==> config.mk <==
export PLATFORM = sky130hd
export DESIGN_NAME = rv_fetch_pc
export DESIGN_NICKNAME = d
export VERILOG_FILES = /design/src/rtl/rv_fetch_pc_pkg.sv /design/src/rtl/rv_fetch_pc_next_pc.sv /design/src/rtl/rv_fetch_pc.sv
export SDC_FILE = /design/constraint.sdc
export NUM_CORES = 1
export LEC_CHECK = 0
export ABC_AREA = 1
export BUFFER_PORTS_ARGS = -buffer_cell sky130_fd_sc_hd__buf_2
export CAP_MARGIN = 25
export CORE_MARGIN = 5
export CORE_UTILIZATION = 50
export DETAILED_ROUTE_END_ITERATION = 10
export PLACE_DENSITY = 0.86
export SYNTH_ARGS = -nofsm -noshare
export SYNTH_HDL_FRONTEND = slang
export SYNTH_SLANG_ARGS = --single-unit
==> constraint.sdc <==
create_clock -name clk -period 5.65 [get_ports clk]
set_clock_uncertainty 0.15 [all_clocks]
set_input_delay 0.8475 -clock clk [delete_from_list [all_inputs] [get_ports clk]]
set_output_delay 0.8475 -clock clk [all_outputs]
set_load 0.01 [all_outputs]
==> src/rtl/rv_fetch_pc_pkg.sv <==
// Shared definitions for the rv_fetch_pc slice.
//  - 2-bit fetch FSM state codes.
//  - Default reset vector.
//  - Helper that clears bit 0 of a jump target (jalr semantics).
package rv_fetch_pc_pkg;

  localparam logic [1:0] S_FETCH = 2'd0;
  localparam logic [1:0] S_EXEC  = 2'd1;
  localparam logic [1:0] S_HALT  = 2'd2;

  localparam logic [31:0] RESET_VEC_DEFAULT = 32'h0000_0000;

  function automatic logic [31:0] clear_lsb(input logic [31:0] a);
    return {a[31:1], 1'b0};
  endfunction

endpackage

==> src/rtl/rv_fetch_pc_next_pc.sv <==
// Next-PC selection for the fetch stage (purely combinational).
//  pc         in   32  address of the current instruction
//  br_en      in   1   current instruction is a conditional branch
//  br_inv     in   1   invert the branch condition
//  alu_zero   in   1   ALU zero flag
//  jump       in   1   unconditional jal/jalr
//  target     in   32  branch/jump target from the datapath
//  pc_plus4   out  32  sequential successor (wraps modulo 2^32)
//  taken      out  1   control transfer is taken
//  nxt        out  32  selected next PC, bit 0 cleared on taken paths
//  bad_target out  1   taken target is not 4-byte aligned
module rv_fetch_pc_next_pc
  import rv_fetch_pc_pkg::*;
(
  input  logic [31:0] pc,
  input  logic        br_en,
  input  logic        br_inv,
  input  logic        alu_zero,
  input  logic        jump,
  input  logic [31:0] target,
  output logic [31:0] pc_plus4,
  output logic        taken,
  output logic [31:0] nxt,
  output logic        bad_target
);

  always_comb begin
    pc_plus4   = pc + 32'd4;
    // jump dominates a simultaneous branch.
    taken      = jump | (br_en & (alu_zero ^ br_inv));
    nxt        = taken ? clear_lsb(target) : pc_plus4;
    // Only a taken target can be misaligned; pc_plus4 keeps pc's alignment.
    bad_target = taken & nxt[1];
  end

endmodule

==> src/rtl/rv_fetch_pc.sv <==
// Program-counter and instruction-fetch stage of the single-cycle RV32I core.
// Fetches one instruction over a req/ack handshake, holds it while the
// datapath executes, then advances the PC (sequential, branch or jump).
//  clk          in   1   core clock, rising edge
//  rst          in   1   asynchronous active-high reset
//  imem_req     out  1   fetch request, held until imem_ack
//  imem_addr    out  32  fetch address (== pc)
//  imem_ack     in   1   imem_rdata is valid this cycle
//  imem_rdata   in   32  fetched instruction word
//  instr        out  32  latched instruction for decode/ALU
//  instr_valid  out  1   instr is valid and executing
//  pc           out  32  address of the current instruction
//  pc_plus4     out  32  pc + 4 (link value)
//  ex_done      in   1   datapath finished instr
//  br_en        in   1   conditional branch
//  br_inv       in   1   invert branch condition
//  alu_zero     in   1   ALU zero flag
//  jump         in   1   unconditional jump
//  target       in   32  branch/jump target
//  misalign     out  1   sticky misaligned-target flag (core halts)
//  retired      out  32  completed instruction count (wraps)
module rv_fetch_pc
  import rv_fetch_pc_pkg::*;
#(
  parameter logic [31:0] RESET_VEC = RESET_VEC_DEFAULT,
  parameter int unsigned XLEN      = 32
) (
  input  logic        clk,
  input  logic        rst,
  output logic        imem_req,
  output logic [31:0] imem_addr,
  input  logic        imem_ack,
  input  logic [31:0] imem_rdata,
  output logic [31:0] instr,
  output logic        instr_valid,
  output logic [31:0] pc,
  output logic [31:0] pc_plus4,
  input  logic        ex_done,
  input  logic        br_en,
  input  logic        br_inv,
  input  logic        alu_zero,
  input  logic        jump,
  input  logic [31:0] target,
  output logic        misalign,
  output logic [31:0] retired
);

  logic [1:0]      state_q, state_d;
  logic [XLEN-1:0] pc_q, pc_d;
  logic [XLEN-1:0] instr_q, instr_d;
  logic [XLEN-1:0] retired_q, retired_d;
  logic            valid_q, valid_d;
  logic            misalign_q, misalign_d;
  // Low during reset and for the first cycle after, so imem_req only rises
  // on the first clock edge after rst falls.
  logic            started_q;

  logic [31:0] nxt;
  logic        taken;
  logic        bad_target;

  rv_fetch_pc_next_pc u_next_pc (
    .pc         (pc_q),
    .br_en      (br_en),
    .br_inv     (br_inv),
    .alu_zero   (alu_zero),
    .jump       (jump),
    .target     (target),
    .pc_plus4   (pc_plus4),
    .taken      (taken),
    .nxt        (nxt),
    .bad_target (bad_target)
  );

  always_ff @(posedge clk or posedge rst) begin
    if (rst) begin
      started_q <= 1'b0;
    end else begin
      started_q <= 1'b1;
    end
  end

  always_comb begin
    state_d    = state_q;
    pc_d       = pc_q;
    instr_d    = instr_q;
    valid_d    = valid_q;
    misalign_d = misalign_q;
    retired_d  = retired_q;
    unique case (state_q)
      S_FETCH: begin
        if (started_q && imem_ack) begin
          instr_d = imem_rdata;
          valid_d = 1'b1;
          state_d = S_EXEC;
        end
      end
      S_EXEC: begin
        if (ex_done) begin
          valid_d = 1'b0;
          if (bad_target) begin
            // pc stays on the offending instruction for debug.
            misalign_d = 1'b1;
            state_d    = S_HALT;
          end else begin
            pc_d      = nxt;
            retired_d = retired_q + 32'd1;
            state_d   = S_FETCH;
          end
        end
      end
      S_HALT: begin
        state_d = S_HALT;
      end
      default: begin
        state_d = S_HALT;
      end
    endcase
  end

  always_ff @(posedge clk or posedge rst) begin
    if (rst) begin
      state_q    <= S_FETCH;
      pc_q       <= RESET_VEC;
      instr_q    <= '0;
      valid_q    <= 1'b0;
      misalign_q <= 1'b0;
      retired_q  <= '0;
    end else begin
      state_q    <= state_d;
      pc_q       <= pc_d;
      instr_q    <= instr_d;
      valid_q    <= valid_d;
      misalign_q <= misalign_d;
      retired_q  <= retired_d;
    end
  end

  assign imem_req    = started_q && (state_q == S_FETCH);
  assign imem_addr   = pc_q;
  assign pc          = pc_q;
  assign instr       = instr_q;
  assign instr_valid = valid_q;
  assign misalign    = misalign_q;
  assign retired     = retired_q;

endmodule

# After elaboration in Yosys (flattened, before gate mapping)

Index checks and enable logic that the tools add are counted.

Reductions and logical operators: 9
$add $sub $neg: 2
Shift operators: 0
Multiply operators: 0
Div/mod/pow operators: 0
Order comparisons: 0
Equality and inequality tests: 3
Bitwise gates (word level): 5
Multiplexer cells: 8

Operators by type and width:

| kind                  | count |
|---|---|
| $add 32x1->32 const B | 1 |
| $add 32x3->32 const B | 1 |
| $mux 32               | 1 |
| $reduce_and 3->1      | 3 |
| $mux 2                | 3 |
| $ne 2x2->1 const B    | 2 |
| $pmux 2 s2            | 1 |
| $reduce_and 2->1      | 2 |
| $and 1x1->1           | 2 |
| $eq 2x1->1 const B    | 1 |
| $logic_and 1x1->1     | 2 |
| $logic_not 2->1       | 1 |
| $mux 1                | 2 |
| $pmux 1 s2            | 1 |
| $reduce_bool 2->1     | 1 |
| $not 1->1             | 1 |
| $or 1x1->1            | 1 |
| $xor 1x1->1           | 1 |

Memories: 0
RAM bits: 0
Logic and storage cells: 34
Bits of input ports: 72
Output and inout bits: 163
Latch bits: 0
Bits in registers: 101
Bits in read-only memories: 0

# Logic depth before layout (Yosys ltp)

Word-level depth: 8
Mapped depth: 11
Mapped depth without buffers: 11

# Hierarchy

A second synthesis with hierarchy kept.

Cells, all modules: 773
Area, all modules: 5987.0 um2

Modules (own cells, without submodules):

| module              | times used | cells each | sequential area each (um2) | area each (um2) |
|---|---|---|---|---|
| rv_fetch_pc         | 1          | 495        | 2527.4                     | 4668.2 |
| rv_fetch_pc_next_pc | 1          | 278        | 0.0                        | 1318.8 |

# Least setup slack after synthesis

Ideal clock, no wire load.

Path kind: reg-to-output
Start: register pc_q[3], in the netlist imem_addr[3]
End: output port pc_plus4[18]
Arrival: 1396 ps
Path slack: 3257 ps
Data required time: 4653 ps
Cell stages (with the launch flop): 8
Cell sequence: dfrtp_1 ha_1 nand2_1 nor2_4 nand2_4 nor2_4 nand2_1 and2_1

Word-level cells in the longest chain between the ends: 1

Ends and longest elaborated chain:

| what                   | line                      | text |
|---|---|---|
| start, declared        | rv_fetch_pc.sv:49         | `logic [XLEN-1:0] pc_q, pc_d;` |
| start signal, assigned | rv_fetch_pc.sv:131        | `pc_q <= pc_d;` |
| $add 32x3->32          | rv_fetch_pc_next_pc.sv:28 | `pc_plus4 = pc + 32'd4;` |
| end, declared          | rv_fetch_pc.sv:37         | `output logic [31:0] pc_plus4,` |

Every way passes these cells.

# Worst setup path after layout

Start: register pc_q[17], in the netlist imem_addr[17]
End: output port pc_plus4[18]

Same word-level chain as after synthesis.

==> impl_results.md <==
* Reg2reg setup slack at roughly 3.7 ns
* Sequential-to-total area share from yosys stat at about 41%
* Unrepaired setup endpoints after global routing: false
* Seq cells post-synth at 100
* Hold Startpoint: misalign$_DFFE_PP0P_
* Design internal power at approximately 0.0019 W
* Post-Place Cell Area at around 0.007 mm^2
* Final instance area at ~0.0075 mm^2
* Status: completed
* WP depth at 7
* Post-CTS resize count at 0
* Root buffer cell: clkbuf_16
* Syn Area/Cell at roughly 7.5 um^2
* P&R area growth vs syn at 21.5%
* Worst EP arrival at ~2 ns
* ANT cells at 0
* Most common cell in the netlist: nand2_1
* CTS buffer count at 9
* Worst Setup End Kind: output pin
* Ordered list of cells on the worst path: nand2_1 -> nor2_1 -> nand2_1 -> nor2_4 -> nand2_1 -> and2_1 -> buf_2
* Post-layout minimum cycle time at about 3.0 ns
* Worst slew pin tran at 0.824 ns
* Maximum clock frequency at approximately 330 MHz
* I/O Pins at roughly 240
* CTS tree: yes
* H-tree levels at 3
* Largest net degree at the start of global routing at 72
* # hold bufs at CTS at 0
* Crit-path max cell delay at approximately 0.47 ns
* Max_cap viols at 0
* Worst-case clock buffer depth at 2
* Max-slew violation count at 0
* Reg2reg end: retired[13]$_DFFE_PP0P_
* GR Util met3 at roughly 4.0%
* Clk_lat worst skew at 0.36 ns
* Die H at around 120 um
* Clock sinks at 100
* R2r worst-path depth at 6
* Commonest cells in the netlist: 315 x nand2_1, 100 x dfrtp_1, 82 x nor2_1, 57 x inv_1, 37 x nand3_1
* FP Rows at 40
* Main flop type after synthesis: dfrtp_1
* Sw Share at approximately 42%
* Routed Antenna Nets at 0
* Routed WL at 17400 um
* Setup Fix Bufs, Post-CTS at 0
* Die X at 121 um
* GR Util met2 at 42.3%
* Synth top area share at approximately two fifths
* Post-route setup TNS at 0 ns
* Comb power frac at 41.4%
* Warnings from Yosys at 0
* Full die area at around 0.015 mm^2
* PortBufs at between 200 and 250
* Psw at 0.00136 W
* Final setup viols at 0
* Nets at about 1.1k
* Core Region at approximately 0.012 mm^2
* Vias in the first global route at approximately 5.8k
* Hold Path Depth at 1
* Slew headroom at between 40% and 50%
* Hold Vio Cnt, Final at 0
* Cell taking the most area after synthesis: dfrtp_1
* Placer Congestion at between 0.8 and 0.9
* Final Cycle Share at between 50 and 60%
* Crit path from: imem_addr[17]$_DFFE_PP0P_
* Antenna violations before repair at 0
* First-pass GRT wire length at 28200 um
* Cells after Synth at 824
* Pwr dens at between 400 and 500 mW/mm^2
* DP Wirelength at 12900 um
* Initial drt markers at between 300 and 400
* Worst reg2reg startpoint: state_q[1]$_DFFE_PP0P_
* Critical Path Most Common Cell: nand2_1
* Met1 Usage GRT at between 20% and 30%
* WS Path Type: register to output pin
* Pre-antenna DRT Iters at 5
* Worst-path clk slew at roughly 0.080 ns
* Drt drc at 0
* Worst Path Max Fanout at 7
* Asr flop ratio synth at between 90% and 100%
* Seq pwr share at 38.8%
* Hold Path End: misalign$_DFFE_PP0P_
* GR peak layer: met2
* Vias/cell at around 5.0
* Startpoint types: register
* Clock power frac at approximately 20%
* GRT Util Overall at between 20% and 30%
* CP required at roughly 4.7 ns
* Post-synth EDFFs at 0
* GRT overflow at 0
* Top cells by area, synth: dfrtp_1 41%, nand2_1 19%, mux2_2 5.8%
* Worst path bufs/invs at 1
* Post-Synthesis Cell Area at 0.00617 mm^2
* Share of layout cells above drive strength 1 at 32.2%
* Post-DR wirelength/cell at 14.6 um
* Highest-delay cell along the critical path: dfrtp_1
* Initial Util at between 50% and 60%
* Via count at slightly below 6k
* Max IR drop VDD at roughly 260 uV
* HP Class: register to register
* P_leak at ~4 nW
* Post-synth cell types at 39
* Cell family with most CP delay: simple AND/OR/NAND/NOR gates
-- worst max-delay path by stage --
stage / endpoint / slack [ns]
after floorplan: imem_addr[10]$_DFFE_PP0P_ / 2.03
after global placement: retired[17]$_DFFE_PP0P_ / 2.76
after detailed placement: retired[31]$_DFFE_PP0P_ / 2.73
after CTS: pc_plus4[18] / 2.63
after global routing: pc_plus4[18] / 2.49
final: pc_plus4[18] / 2.63
-- cells by family after synthesis --
logic type	count (synthesis)	synth area share [%]
buffers and inverters	118	9.89
adder cells (fa/ha/maj)	2	0.405
other	2	0.122
multiplexers	32	5.84
AND/OR/NAND/NOR	512	37.4
flip-flops	100	40.6
AO/OA/AOI/OAI	48	4.34
XOR/XNOR	10	1.42
-- worst reg2reg max path, cell delays in order, from the launching register on --
cell     delay, ns
dfrtp_1       0.43
nor2_2        0.25
nand3_4       0.10
inv_2         0.59
nand2_1       0.16
nand2_1       0.11
nand2_1       0.05
-- flip-flops by register name, indices dropped and copies added (netlist names) --
signal / cells
instr_valid: 1
retired: 32
started_q: 1
state_q: 2
misalign: 1
imem_addr: 31
instr: 32
-- final cells by class --
cell class | instances | area [um^2]
fillers | 1088 | 4560
multi-input cells | 608 | 3070
flip-flops and latches | 100 | 2500
repair buffers | 234 | 1180
inverters | 62 | 235
clock buffers | 9 | 225
well taps | 168 | 210
clock inverters | 7 | 77.6
-- through the flow --
stage	utilization, %	hold WS (ns)	std cells	setup slack, ns	power, W
final	62.2	0.318	1188	2.63	0.00321
after global routing	62.2	0.359	1188	2.49	0.00343
after CTS	62.2	0.325	1188	2.63	0.00323
after detailed placement	59.6	0.307	1172	2.73	0.00260
after global placement	59.6	0.306	1172	2.76	0.00255
after floorplan	-	0.362	826	2.03	0.00208
-- cells in the final DEF, fill, tap and decap left out, types with 3 or more instances in the layout --
cell / Yosys / routed
nor2_4: 10 / 10
o21ai_1: 9 / 9
nand4_1: 10 / 10
mux2_2: 32 / 32
clkbuf_16: 0 / 9
nor3_1: 3 / 3
buf_4: 36 / 4
inv_2: 4 / 4
nand2_1: 315 / 315
nand3_1: 37 / 37
o21bai_1: 3 / 3
nor2_1: 82 / 82
conb_1: 2 / 4
o21ai_0: 29 / 29
inv_8: 0 / 4
xor2_1: 9 / 9
dfrtp_1: 100 / 100
nor2_2: 7 / 7
nand2_4: 3 / 3
a21boi_0: 3 / 3
inv_1: 57 / 56
and2_1: 5 / 5
nand2_2: 9 / 9
buf_2: 13 / 230
nand3b_1: 21 / 21
-- power by group through the flow --
stage	clock [W]	sequential (W)	combinational, W
floorplan	0	0.00131	0.000768
global placement	0	0.00124	0.00131
detailed placement	0	0.00125	0.00134
CTS	0.000642	0.00124	0.00135
global route	0.000675	0.00129	0.00146
finish	0.000634	0.00125	0.00133
-- metal layers --
| layer | up-vias | part of all wire [%] |
|---|---|---|
| met4 | 0 | 2.6 |
| li1 | 2942 | - |
| met1 | 2754 | 39 |
| met2 | 231 | 52 |
| met5 | - | 0 |
| met3 | 35 | 6.7 |
Note: power is estimated with default switching activity, not from simulation.
